### config.mk
export PLATFORM = sky130hd
export DESIGN_NAME = sram_dual_ctrl_flat
export DESIGN_NICKNAME = d
export VERILOG_FILES = /design/src/rtl/sram_dual_ctrl_if.sv /design/src/rtl/sram_dual_ctrl.sv /design/src/flat_wrapper.sv
export SDC_FILE = /design/constraint.sdc
export NUM_CORES = 1
export LEC_CHECK = 0
export CAP_MARGIN = 0
export CORE_UTILIZATION = 35
export DETAILED_ROUTE_END_ITERATION = 7
export PLACE_DENSITY = 0.74
export RECOVER_POWER = 100
export SKIP_CTS_REPAIR_TIMING = 1
export SYNTH_ARGS = -nofsm -noshare
export SYNTH_HDL_FRONTEND = slang
export SYNTH_SLANG_ARGS = --single-unit
### constraint.sdc
create_clock -name clk -period 15.08 [get_ports clk]
set_clock_uncertainty 0.2 [all_clocks]
set_input_delay 1.508 -clock clk [delete_from_list [all_inputs] [get_ports clk]]
set_output_delay 1.508 -clock clk [all_outputs]
set_load 0.01 [all_outputs]
### src/rtl/sram_dual_ctrl_if.sv
// sram_dual_ctrl_if: CPU-side word request bus (req/we/be/addr/wdata in, ready/done out).
interface sram_dual_ctrl_if;
    logic        req;
    logic        we;
    logic [3:0]  be;
    logic [31:0] addr;
    logic [31:0] wdata;
    logic        ready;
    logic        done;
    modport master (output req, we, be, addr, wdata, input ready, done);
    modport slave  (input req, we, be, addr, wdata, output ready, done);
endinterface

### src/rtl/sram_dual_ctrl.sv
// sram_dual_ctrl: sequences one CPU word access at a time onto the base/ext async SRAMs; ports: clk, rst, bus (request handshake), base_/ext_rdata holding registers, seven pin signals per SRAM.
module sram_dual_ctrl #(
    parameter int WAIT_CYCLES = 2,
    parameter int ADDR_W      = 20
) (
    input  logic              clk,
    input  logic              rst,
    sram_dual_ctrl_if.slave   bus,
    output logic [31:0]       base_rdata,
    output logic [31:0]       ext_rdata,
    output logic [ADDR_W-1:0] base_ram_addr,
    output logic [3:0]        base_ram_be_n,
    output logic              base_ram_ce_n,
    output logic              base_ram_oe_n,
    output logic              base_ram_we_n,
    output logic [31:0]       base_ram_wdata,
    output logic              base_ram_data_oe,
    input  logic [31:0]       base_ram_rdata,
    output logic [ADDR_W-1:0] ext_ram_addr,
    output logic [3:0]        ext_ram_be_n,
    output logic              ext_ram_ce_n,
    output logic              ext_ram_oe_n,
    output logic              ext_ram_we_n,
    output logic [31:0]       ext_ram_wdata,
    output logic              ext_ram_data_oe,
    input  logic [31:0]       ext_ram_rdata
);
    localparam int W = (WAIT_CYCLES < 1) ? 1 : WAIT_CYCLES;
    localparam logic [3:0] W_M1 = 4'(W - 1);
    typedef enum logic [1:0] {IDLE, SETUP, ACCESS, DONE} state_t;
    state_t state, state_n;
    logic [3:0] cnt, cnt_n;
    logic r_we, r_bank, acc, cap, n_we, n_bank;
    logic [3:0] r_be, n_be;
    logic [1:0] sel, ce_n_d, oe_n_d, we_n_d, doe_d, ce_n_q, oe_n_q, we_n_q, doe_q;
    logic [1:0][3:0] be_n_d, be_n_q;
    logic [1:0][ADDR_W-1:0] addr_q;
    logic [1:0][31:0] wdata_q;
    logic unused_ok;
    assign unused_ok = ^{bus.addr[31:23], bus.addr[1:0]};
    always_comb begin
        acc = state == IDLE && bus.ready && bus.req;
        cap = state == ACCESS && cnt == 4'd0 && !r_we;
        n_we = acc ? bus.we : r_we;
        n_bank = acc ? bus.addr[22] : r_bank;
        n_be = acc ? bus.be : r_be;
        state_n = state;
        cnt_n = cnt;
        unique case (state)
            IDLE:   state_n = acc ? SETUP : IDLE;
            SETUP:  begin state_n = ACCESS; cnt_n = W_M1; end
            ACCESS: begin state_n = cnt == 4'd0 ? DONE : ACCESS; cnt_n = cnt - 4'd1; end
            DONE:   state_n = IDLE;
        endcase
        // Pin values are computed for the state being entered so they are registered in step with it.
        for (int b = 0; b < 2; b++) begin
            sel[b] = n_bank == 1'(b);
            ce_n_d[b] = !(sel[b] && (state_n == SETUP || state_n == ACCESS));
            oe_n_d[b] = ce_n_d[b] || n_we;
            we_n_d[b] = !(sel[b] && n_we && state_n == ACCESS);
            be_n_d[b] = ce_n_d[b] ? 4'hF : ~n_be;
            // Write data stays on the pad through DONE for hold time.
            doe_d[b] = sel[b] && n_we && state_n != IDLE;
        end
    end
    always_ff @(posedge clk or posedge rst) begin
        if (rst) begin
            state <= IDLE;
            cnt <= '0;
            bus.ready <= 1'b0;
            bus.done <= 1'b0;
            r_we <= 1'b0;
            r_bank <= 1'b0;
            r_be <= '0;
            base_rdata <= '0;
            ext_rdata <= '0;
            ce_n_q <= 2'b11;
            oe_n_q <= 2'b11;
            we_n_q <= 2'b11;
            doe_q <= 2'b00;
            be_n_q <= {2{4'hF}};
            addr_q <= '0;
            wdata_q <= '0;
        end else begin
            state <= state_n;
            cnt <= cnt_n;
            bus.ready <= state_n == IDLE;
            bus.done <= state_n == DONE;
            if (acc) begin
                r_we <= bus.we;
                r_bank <= bus.addr[22];
                r_be <= bus.be;
            end
            if (cap && !r_bank) base_rdata <= base_ram_rdata;
            if (cap && r_bank) ext_rdata <= ext_ram_rdata;
            ce_n_q <= ce_n_d;
            oe_n_q <= oe_n_d;
            we_n_q <= we_n_d;
            doe_q <= doe_d;
            be_n_q <= be_n_d;
            for (int b = 0; b < 2; b++) begin
                if (acc && sel[b]) begin
                    addr_q[b] <= bus.addr[2 +: ADDR_W];
                    wdata_q[b] <= bus.wdata;
                end
            end
        end
    end
    assign base_ram_addr    = addr_q[0];
    assign base_ram_be_n    = be_n_q[0];
    assign base_ram_ce_n    = ce_n_q[0];
    assign base_ram_oe_n    = oe_n_q[0];
    assign base_ram_we_n    = we_n_q[0];
    assign base_ram_wdata   = wdata_q[0];
    assign base_ram_data_oe = doe_q[0];
    assign ext_ram_addr     = addr_q[1];
    assign ext_ram_be_n     = be_n_q[1];
    assign ext_ram_ce_n     = ce_n_q[1];
    assign ext_ram_oe_n     = oe_n_q[1];
    assign ext_ram_we_n     = we_n_q[1];
    assign ext_ram_wdata    = wdata_q[1];
    assign ext_ram_data_oe  = doe_q[1];
endmodule

### src/flat_wrapper.sv
// flat-port wrapper written by rule: the top's interface ports become plain ports
module sram_dual_ctrl_flat 
#(
    parameter int WAIT_CYCLES = 2,
    parameter int ADDR_W      = 20
)
  (clk, rst, base_rdata, ext_rdata, base_ram_addr, base_ram_be_n, base_ram_ce_n, base_ram_oe_n, base_ram_we_n, base_ram_wdata, base_ram_data_oe, base_ram_rdata, ext_ram_addr, ext_ram_be_n, ext_ram_ce_n, ext_ram_oe_n, ext_ram_we_n, ext_ram_wdata, ext_ram_data_oe, ext_ram_rdata, bus_req, bus_we, bus_be, bus_addr, bus_wdata, bus_ready, bus_done);
  sram_dual_ctrl_if bus_i ();
  input  logic clk;
  input  logic rst;
  output logic [31:0] base_rdata;
  output logic [31:0] ext_rdata;
  output logic [ADDR_W-1:0] base_ram_addr;
  output logic [3:0] base_ram_be_n;
  output logic base_ram_ce_n;
  output logic base_ram_oe_n;
  output logic base_ram_we_n;
  output logic [31:0] base_ram_wdata;
  output logic base_ram_data_oe;
  input  logic [31:0] base_ram_rdata;
  output logic [ADDR_W-1:0] ext_ram_addr;
  output logic [3:0] ext_ram_be_n;
  output logic ext_ram_ce_n;
  output logic ext_ram_oe_n;
  output logic ext_ram_we_n;
  output logic [31:0] ext_ram_wdata;
  output logic ext_ram_data_oe;
  input  logic [31:0] ext_ram_rdata;
  input wire logic [$bits(bus_i.req)-1:0] bus_req;
  input wire logic [$bits(bus_i.we)-1:0] bus_we;
  input wire logic [$bits(bus_i.be)-1:0] bus_be;
  input wire logic [$bits(bus_i.addr)-1:0] bus_addr;
  input wire logic [$bits(bus_i.wdata)-1:0] bus_wdata;
  output wire logic [$bits(bus_i.ready)-1:0] bus_ready;
  output wire logic [$bits(bus_i.done)-1:0] bus_done;
  assign bus_i.req = bus_req;
  assign bus_i.we = bus_we;
  assign bus_i.be = bus_be;
  assign bus_i.addr = bus_addr;
  assign bus_i.wdata = bus_wdata;
  assign bus_ready = bus_i.ready;
  assign bus_done = bus_i.done;
  sram_dual_ctrl #(.WAIT_CYCLES(WAIT_CYCLES), .ADDR_W(ADDR_W)) u_core (.clk(clk), .rst(rst), .bus(bus_i), .base_rdata(base_rdata), .ext_rdata(ext_rdata), .base_ram_addr(base_ram_addr), .base_ram_be_n(base_ram_be_n), .base_ram_ce_n(base_ram_ce_n), .base_ram_oe_n(base_ram_oe_n), .base_ram_we_n(base_ram_we_n), .base_ram_wdata(base_ram_wdata), .base_ram_data_oe(base_ram_data_oe), .base_ram_rdata(base_ram_rdata), .ext_ram_addr(ext_ram_addr), .ext_ram_be_n(ext_ram_be_n), .ext_ram_ce_n(ext_ram_ce_n), .ext_ram_oe_n(ext_ram_oe_n), .ext_ram_we_n(ext_ram_we_n), .ext_ram_wdata(ext_ram_wdata), .ext_ram_data_oe(ext_ram_data_oe), .ext_ram_rdata(ext_ram_rdata));
endmodule
==> flow_summary.json, run 1 <==
{
  "leftover_overflow_at_the_end_of_global_routing": 0,
  "crit_arrival_ps": 6380,
  "core_mm2": 0.0213,
  "postRouteWirelength_um": 17900,
  "first_global_vias": 5104,
  "portBuffers": 310,
  "cts.reportedPaths.clkPinSlew_ps": 70,
  "pwr-share-comb": 0.415,
  "die_height_um": 150,
  "timing.critical_path.from_type": "primary input",
  "final-instance-count-excl-fill": 1076,
  "insertion_delay_to_the_later_sink_of_the_worst_skew_pair_ps": 420,
  "numClockSinks": 198,
  "syn-num-nets": 621,
  "worst-setup-path-type": "in2async",
  "dr.pass1.iters": 4,
  "nNetsFinal": 928,
  "cp_max_fo": 124,
  "number_of_enable_flip_flop_cells_after_synthesis": 0,
  "finalHoldViolCount": 0,
  "post-synth-top-area-fraction": 0.597,
  "synth.lib_cells_used.distinct": 31,
  "power.density_cell_area_mw_per_mm2": 205,
  "netlist_instances": 481,
  "power_report.internal_total_mw": 1.60,
  "share_of_the_clock_period_used_by_the_worst_path": 0.408,
  "flow.area_growth_from_synthesis_pct": 48.6,
  "wire_per_inst_um": 16.6,
  "yosys.cell_count.top_type": "sky130_fd_sc_hd__dfrtp_1",
  "die_w_um": 150,
  "postSynth.asyncResetShare": 1.00,
  "ir_drop_mv": 0.0956,
  "seq_power_share": 0.390,
  "post_synth_instance_area_mm2": 0.00771,
  "switching_power_uw": 747,
  "cts-root-to-sink-buffers": 2,
  "global_route_usage_sum": 0.158,
  "max_clock_freq_mhz": 162,
  "worst_setup_path_end_kind": "async pin",
  "swShare": 0.318,
  "p_leak_nw": 4.93,
  "synth_area_leaders": "sky130_fd_sc_hd__dfrtp_1 (60%), sky130_fd_sc_hd__mux2_2 (20%), sky130_fd_sc_hd__mux2_4 (5.8%)",
  "final-max-slew-violation-count": 244,
  "drt_iter0_drc": 145,
  "critPathMaxStageDelay_ps": 3050,
  "antenna-diode-count": 0,
  "initial_core_util": 0.362,
  "outcome": "finished, violations left",
  "dp_cells": 1044,
  "initial_antenna_violation_count": 0,
  "grt_pass1_wl_um": 27400,
  "ys.warnings.count": 0,
  "worst-slew-pin-transition_ps": 5490,
  "remaining_drc_errors": 0,
  "unrepaired_setup_endpoints_after_global_routing": "false",
  "hpwl_um": 12800,
  "timing.final.crit_period_ps": 6160,
  "violations": "capacitance limit, slew limit",
  "worstPathCellList": "dlygate4sd3_1 -> clkinvlp_2 -> buf_4",
  "largest_area_contributor_in_the_synthesized_netlist": "sky130_fd_sc_hd__dfrtp_1",
  "placementRows": 53,
  "postSynthAreaPerCell_um2": 16.0,
  "maxSlewHeadroom": -2.68,
  "max_cap_violations": 4,
  "die-area_mm2": 0.0226,
  "setup_violations": 0,
  "ioPinCount": 322,
  "postSynthRegisterBits": 198,
  "power.clock.fraction": 0.195,
  "cts_tree": "yes",
  "cts_htree_levels": 4,
  "crit_required_ps": 15300,
  "hold_path_class": "reg2reg",
  "netlist_top_cells_count": "sky130_fd_sc_hd__dfrtp_1 (184), sky130_fd_sc_hd__mux2_2 (139), sky130_fd_sc_hd__mux2_4 (30)",
  "grt_start_max_net_pins": 125,
  "fin_setup_tns_ps": 0,
  "cts-buffers-inserted": 17,
  "route.vias.total": 4981,
  "finalWeightedCongestion": 0.732,
  "detail-route-antenna-nets": 0,
  "layout-drive-gt1-share": 0.233,
  "clockRootBuffer": "sky130_fd_sc_hd__clkbuf_16",
  "worst_path_max_delay_cell": "sky130_fd_sc_hd__clkinvlp_2",
  "avg_vias_per_cell": 4.63,
  "postSynth.topFlopCell": "sky130_fd_sc_hd__dfrtp_1",
  "yosysSeqAreaShare": 0.645
}
## power groups by stage
stage | Clock (mW) | Combinational (mW) | Sequential [mW]
floorplan | 0 | 0.394 | 1.04
global placement | 0 | 1.11 | 0.926
finish | 0.458 | 0.974 | 0.916
global route | 0.489 | 1.05 | 0.951
CTS | 0.475 | 1.12 | 0.931
detailed placement | 0 | 1.12 | 0.939
## cells by family after synthesis
logic type / count (synthesis) / synth area share
DFF: 198 / 0.645
muxes: 169 / 0.262
and+or+nand+nor: 54 / 0.0403
buffers and inverters: 36 / 0.0315
AOI/OAI and AO/OA: 20 / 0.0151
adders and majority gates: 4 / 0.00649
## sequential cells by signal, summed over array words and instances, names as in the netlist
register               count
u_core.cnt                 4
u_core.base_ram_be_n       4
u_core.r_bank              1
u_core.r_be                4
u_core.ext_ram_addr       20
u_core.ce_n_q              2
u_core.state               2
u_core.bus.ready           1
u_core.ext_ram_be_n        4
u_core.ext_rdata          32
u_core.base_ram_addr      20
u_core.oe_n_q              2
u_core.r_we                1
u_core.we_n_q              2
u_core.base_ram_wdata     32
u_core.ext_ram_wdata      32
u_core.bus.done            1
u_core.base_rdata         32
u_core.doe_q               2
## layout make-up
class                      count  area [um^2]
sequential                   198         4970
tap                          275          344
clock inverter                14          164
multi-input combinational    247         2380
fill                        1834         9840
clock buffer                  18          429
inverter                      10         38.8
timing repair buffer         314         3120
## metrics by stage
step / area [um^2] / worst slack (ps) / utilization / hold WS (ps) / total power, mW
finish: 11400 / 8920 / 0.538 / 286 / 2.35
global route: 11400 / 7950 / 0.538 / 308 / 2.49
CTS: 11600 / 11320 / 0.544 / 299 / 2.53
detailed placement: 11000 / 10860 / 0.516 / 278 / 2.06
global placement: 11000 / 10890 / 0.516 / 273 / 2.03
floorplan: 7710 / 8000 / - / 251 / 1.44
## path summary, 6_finish.rpt
kind | from | end | slack (ps) | depth (start not counted)
max in group clk | bus_req | u_core.base_ram_addr[4] | 9820 | 5
min reg2reg | u_core.base_rdata[15] | u_core.base_rdata[15] | 290 | 1
min in group asynchronous | rst | u_core.base_ram_wdata[19] | 3020 | 2
max reg2reg | u_core.state[1] | u_core.base_ram_addr[4] | 10920 | 6
min | u_core.base_rdata[15] | u_core.base_rdata[15] | 290 | 1
max | rst | u_core.ext_ram_wdata[24] | 8920 | 3
## worst max-delay path, delay by kind of cell
family / cells / cell delay, ps
buffers and inverters: 3 / 4690
## placed cells by master (no fill, tap or decap), types with 3 or more instances in the layout
master,netlist,layout
sky130_fd_sc_hd__mux2_2,139,139
sky130_fd_sc_hd__ha_1,4,4
sky130_fd_sc_hd__nand2_1,17,17
sky130_fd_sc_hd__nand3_1,3,3
sky130_fd_sc_hd__clkbuf_1,5,4
sky130_fd_sc_hd__clkbuf_16,0,17
sky130_fd_sc_hd__dfstp_2,14,14
sky130_fd_sc_hd__dfrtp_1,184,184
sky130_fd_sc_hd__dlygate4sd3_1,0,189
sky130_fd_sc_hd__nor3_1,3,3
sky130_fd_sc_hd__mux2_1,0,30
sky130_fd_sc_hd__o21ai_0,13,13
sky130_fd_sc_hd__clkinv_4,0,3
sky130_fd_sc_hd__nor3b_1,10,10
sky130_fd_sc_hd__clkdlybuf4s50_1,0,121
sky130_fd_sc_hd__inv_8,0,4
sky130_fd_sc_hd__inv_1,10,9
sky130_fd_sc_hd__nand2b_1,3,3
sky130_fd_sc_hd__and3_1,9,9
## per-layer routing
layer,global-route usage,wire length (um),up-vias
met5,0,0,-
met4,0.0540,235,0
met3,0.0548,1570,15
met2,0.261,8750,177
met1,0.192,7350,2473
li1,-,-,2316
No activity file was read; power rests on OpenSTA's default activity.
==> run 2, diff against run 1 <==
PLACE_DENSITY = 0.76   (was 0.74)
clock period = 5.48 ns   (was 15.08 ns; I/O delays follow)
==> run 2 against run 1 <==
Net effect:
- the flow still finishes with violations (capacitance limit, slew limit)
- first-iteration DRC count up 7.6%
- via count about the same
- design area up 0.15%
- sequential share of layout area down 0.066 points
- sequential cell count is the same
- count of clock-buffer cells in the layout decreased by 1
- power rose to 2.7 times the previous value
- non-clock buffer count unchanged
- final cell count unchanged
- global-route usage up 0.28 points
- sequential power rose to 2.7 times the previous value
- largest cell class unchanged
==> flow_summary.json, run 2 (synthesis gave the netlist of run 1 again) <==
{
  "remaining_drc_errors": 0,
  "wire_per_inst_um": 16.7,
  "ioPinCount": 322,
  "initial_core_util": 0.362,
  "dr.pass1.iters": 5,
  "detail-route-antenna-nets": 0,
  "first_global_vias": 5135,
  "unrepaired_setup_endpoints_after_global_routing": "false",
  "cp_max_fo": 198,
  "timing.rr.start": "u_core.state[0]",
  "p_leak_nw": 4.94,
  "cts_tree": "yes",
  "flow.area_growth_from_synthesis_pct": 48.8,
  "timing.reg2reg.worst_path_depth": 6,
  "global_route_usage_sum": 0.161,
  "fin_setup_tns_ps": 0,
  "ir_drop_mv": 0.258,
  "timing.final.crit_period_ps": 3470,
  "finalWeightedCongestion": 0.734,
  "max_cap_violations": 1,
  "numClockSinks": 198,
  "setup.worst_path.start": "rst",
  "critPathMaxStageDelay_ps": 1870,
  "grt_pass1_wl_um": 27800,
  "worst-setup-path-type": "in2async",
  "layout_common_cells": "sky130_fd_sc_hd__dlygate4sd3_1 (188), sky130_fd_sc_hd__dfrtp_1 (184), sky130_fd_sc_hd__mux2_2 (139)",
  "final-max-slew-violation-count": 199,
  "clockRootBuffer": "sky130_fd_sc_hd__clkbuf_16",
  "die_w_um": 150,
  "min_from": "u_core.base_rdata[7]",
  "nNetsFinal": 928,
  "layout-drive-gt1-share": 0.236,
  "avg_vias_per_cell": 4.63,
  "antenna-diode-count": 0,
  "finalHoldWorstSlack_ps": 288,
  "cts-root-to-sink-buffers": 2,
  "worst_path_max_delay_cell": "sky130_fd_sc_hd__clkbuf_4",
  "worst-slew-pin-transition_ps": 2680,
  "leftover_overflow_at_the_end_of_global_routing": 0,
  "outcome": "finished, violations left",
  "insertion_delay_to_the_later_sink_of_the_worst_skew_pair_ps": 420,
  "route.vias.total": 4985,
  "power.density_cell_area_mw_per_mm2": 562,
  "core_mm2": 0.0213,
  "max_clock_freq_mhz": 288,
  "placementRows": 53,
  "cts_htree_levels": 4,
  "die_height_um": 150,
  "crit_arrival_ps": 3230,
  "grt_start_max_net_pins": 199,
  "hold_path_class": "reg2reg",
  "die-area_mm2": 0.0226,
  "timing.critical_path.from_type": "primary input",
  "violations": "capacitance limit, slew limit",
  "hold_path_depth": 1,
  "setup_violations": 0,
  "commonest_non_fill_non_tap_cell_in_the_layout": "sky130_fd_sc_hd__dlygate4sd3_1",
  "crit_required_ps": 5230,
  "worst_setup_path_end_kind": "async pin",
  "hpwl_um": 12600,
  "share_of_the_clock_period_used_by_the_worst_path": 0.634,
  "postRouteWirelength_um": 17900,
  "cts.reportedPaths.clkPinSlew_ps": 70,
  "portBuffers": 310,
  "drt_iter0_drc": 156,
  "finalHoldViolCount": 0,
  "initial_antenna_violation_count": 0,
  "cts-buffers-inserted": 17,
  "worstPathCellList": "dlygate4sd3_1 -> clkinvlp_4 -> clkbuf_4",
  "maxSlewHeadroom": -0.786
}
-- run 2: where the power goes --
part	switching (mW)	leakage, nW	internal (mW)
clock	0.607	0.295	0.656
combinational	1.13	2.29	1.55
sequential	0.318	2.35	2.19
total	2.05	4.94	4.40
-- run 2: worst max-delay path, delay by kind of cell --
kind     cells  cell delay (ps)
buf+inv      3             2510
-- run 2: layout make-up --
cell class / count / area (um^2)
Fill cell: 1762 / 9820
Multi-Input combinational cell: 247 / 2380
Sequential cell: 198 / 4970
Inverter: 10 / 41.3
Tap cell: 275 / 344
Timing Repair Buffer: 314 / 3130
Clock buffer: 17 / 425
Clock inverter: 15 / 175
-- run 2: worst paths after layout --
kind                                             endpoint  slack (ps)
worst max-delay path                      u_core.state[1]        2010
worst min-delay path                 u_core.base_rdata[7]         290
worst max register to register  u_core.base_ram_wdata[28]        2250
worst min register to register       u_core.base_rdata[7]         290
max in group clk                u_core.base_ram_wdata[28]        2240
min in group asynchronous        u_core.base_ram_wdata[1]        1440
-- run 2: metal layers --
metal | vias up | routed length [um] | part of all wire | global-route usage
met3 | 10 | 1710 | 0.095 | 0.0609
met2 | 181 | 8990 | 0.50 | 0.275
met5 | - | 0 | 0 | 0
li1 | 2313 | - | - | -
met4 | 0 | 124 | 0.0069 | 0.0369
met1 | 2481 | 7110 | 0.40 | 0.192
-- run 2: stage by stage --
| stage | util | worst slack, ps | power (mW) | instances | cell area [um^2] |
|---|---|---|---|---|---|
| 2_1_floorplan | - | 2180 | 3.96 | 481 | 7710 |
| 3_3_place_gp | 0.517 | 2200 | 5.58 | 1044 | 11000 |
| 3_5_place_dp | 0.517 | 2190 | 5.66 | 1044 | 11000 |
| 4_1_cts | 0.545 | 2580 | 6.96 | 1076 | 11600 |
| 5_1_grt | 0.539 | 1430 | 6.87 | 1076 | 11500 |
| 6_report | 0.539 | 2010 | 6.45 | 1076 | 11500 |
==> run 3, diff against run 2 <==
clock period = 3 ns   (was 5.48 ns; I/O delays follow)
==> run 3 against run 2 <==
Net effect:
- the flow now finishes without violations
- count of clock-buffer cells in the layout up 2
- final cell count rose by 1.0%
- critical path depth increased by 4
- worst setup slack worse by 1500 ps
- global-route usage rose by 0.38 points
- first-iteration DRC count down 1.3%
- power is 83% higher
- routed wire length is 2.1% higher
- sequential share of layout area fell by 0.26 points
- non-clock buffer count is 11 higher
- clock power up 81%
==> flow_summary.json, run 3 (synthesis gave the netlist of run 1 again) <==
{
  "stdcell_area_mm2": 0.0115,
  "crit_arrival_ps": 2640,
  "max_clock_freq_mhz": 394,
  "first_global_vias": 5384,
  "total_power_mw": 11.8,
  "worst-slew-pin-transition_ps": 1370,
  "flow.area_growth_from_synthesis_pct": 49.7,
  "reg2reg_to": "u_core.base_ram_wdata[3]",
  "worst_path_max_delay_cell": "sky130_fd_sc_hd__clkbuf_4",
  "dr.pass1.iters": 4,
  "drt_iter0_drc": 154,
  "placedInstanceArea_mm2": 0.0112,
  "remaining_drc_errors": 0,
  "die_w_um": 150,
  "worst_setup_path_end_kind": "flop",
  "nNetsFinal": 939,
  "rrSetupSlack_ps": 460,
  "timing.critical_path.from_type": "flop",
  "worst-setup-path-type": "reg2reg",
  "cts-buffers-inserted": 17,
  "global_route_usage_sum": 0.165,
  "cts_tree": "yes",
  "power.density_cell_area_mw_per_mm2": 1020,
  "core_mm2": 0.0213,
  "numClockSinks": 198,
  "hold_path_class": "in2reg",
  "antenna-diode-count": 0,
  "crit_required_ps": 3100,
  "hold_path_depth": 3,
  "grt_start_max_net_pins": 90,
  "cp_max_fo": 52,
  "placementRows": 53,
  "die_height_um": 150,
  "layout_common_cells": "sky130_fd_sc_hd__dlygate4sd3_1 (187), sky130_fd_sc_hd__dfrtp_1 (184), sky130_fd_sc_hd__mux2_2 (139)",
  "outcome": "completed",
  "clockRootBuffer": "sky130_fd_sc_hd__clkbuf_16",
  "route.vias.total": 5082,
  "timing.rr.start": "u_core.state[0]",
  "portBuffers": 310,
  "worstPathCellList": "inv_1 -> ha_1 -> and3_1 -> buf_4 -> nand2b_2 -> clkbuf_4 -> mux2_2",
  "ioPinCount": 322,
  "min_from": "bus_be[2]",
  "p_leak_nw": 4.97,
  "final-max-slew-violation-count": 0,
  "cts_htree_levels": 4,
  "unrepaired_setup_endpoints_after_global_routing": "false",
  "layout-drive-gt1-share": 0.243,
  "worstHoldEndpoint": "u_core.r_be[2]",
  "maxSlewHeadroom": 0.0835,
  "postRouteWirelength_um": 18300,
  "detail-route-antenna-nets": 0,
  "commonest_non_fill_non_tap_cell_in_the_layout": "sky130_fd_sc_hd__dlygate4sd3_1",
  "finalWeightedCongestion": 0.734,
  "setup_violations": 0,
  "avg_vias_per_cell": 4.68,
  "timing.final.crit_period_ps": 2540,
  "wire_per_inst_um": 16.8,
  "grt_pass1_wl_um": 28500,
  "max_cap_violations": 0,
  "cts-root-to-sink-buffers": 2,
  "initial_core_util": 0.362,
  "critPathMaxStageDelay_ps": 680,
  "hpwl_um": 13200,
  "timing.reg2reg.worst_path_depth": 7,
  "share_of_the_clock_period_used_by_the_worst_path": 0.845,
  "finalHoldWorstSlack_ps": 254,
  "die-area_mm2": 0.0226,
  "leftover_overflow_at_the_end_of_global_routing": 0,
  "cts.reportedPaths.clkPinSlew_ps": 70,
  "ir_drop_mv": 0.479,
  "finalHoldViolCount": 0,
  "initial_antenna_violation_count": 0,
  "insertion_delay_to_the_later_sink_of_the_worst_skew_pair_ps": 410
}
[run 3: cell types whose count changed in the layout (fill, tap and decap cells not counted), moves of 2 or more]
cell                       before  now
sky130_fd_sc_hd__clkbuf_1       1    7
sky130_fd_sc_hd__buf_4          2    4
sky130_fd_sc_hd__clkbuf_8       0    2
sky130_fd_sc_hd__inv_6          5    1
sky130_fd_sc_hd__clkinv_2       0    2
[run 3: power breakdown]
group          leakage (nW)  internal (mW)  switching [mW]
registers              2.35           4.01           0.571
logic                  2.33           2.85            2.08
clock network         0.289           1.22            1.06
total                  4.97           8.08            3.72
[run 3: how the worst max path moves through the flow]
stage	start	to	slack [ps]	cells after the start
floorplan	rst	u_core.base_ram_addr[0]	-50	1
global placement	bus_addr[22]	u_core.ext_ram_wdata[6]	570	4
detailed placement	bus_addr[22]	u_core.ext_ram_wdata[6]	540	4
CTS	u_core.cnt[0]	u_core.ext_ram_be_n[1]	650	7
global route	u_core.state[0]	u_core.base_ram_wdata[3]	320	7
finish	u_core.state[0]	u_core.base_ram_wdata[3]	460	7
[run 3: final cells by class]
class | count | area (um^2)
inverters | 10 | 38.8
clock buffers | 19 | 453
repair buffers | 325 | 3200
well taps | 275 | 344
fillers | 1774 | 9750
clock inverters | 13 | 145
multi-input cells | 247 | 2380
flip-flops and latches | 198 | 4970
[run 3: per-stage QoR]
| stage | cells | setup TNS, ps | util | setup WS [ps] |
|---|---|---|---|---|
| 2_1_floorplan | 481 | -9000 | - | -48.9 |
| 3_3_place_gp | 1055 | 0 | 0.524 | 566 |
| 6_report | 1087 | 0 | 0.542 | 465 |
| 4_1_cts | 1087 | 0 | 0.552 | 654 |
| 5_1_grt | 1087 | 0 | 0.542 | 321 |
| 3_5_place_dp | 1055 | 0 | 0.524 | 535 |
[run 3: metal layers]
| layer | wire length [um] | track usage | vias up |
|---|---|---|---|
| met5 | 0 | 0 | - |
| met4 | 303 | 0.0485 | 0 |
| met3 | 1630 | 0.0573 | 16 |
| met2 | 9110 | 0.279 | 179 |
| met1 | 7260 | 0.197 | 2552 |
| li1 | - | - | 2335 |
[run 3: critical path: cells and delay by family (launching register included)]
kind,cells,cell delay (ps)
adder cells (fa/ha/maj),1,240
buffers and inverters,3,930
flip-flops,1,330
multiplexers,1,420
AND/OR/NAND/NOR,2,260
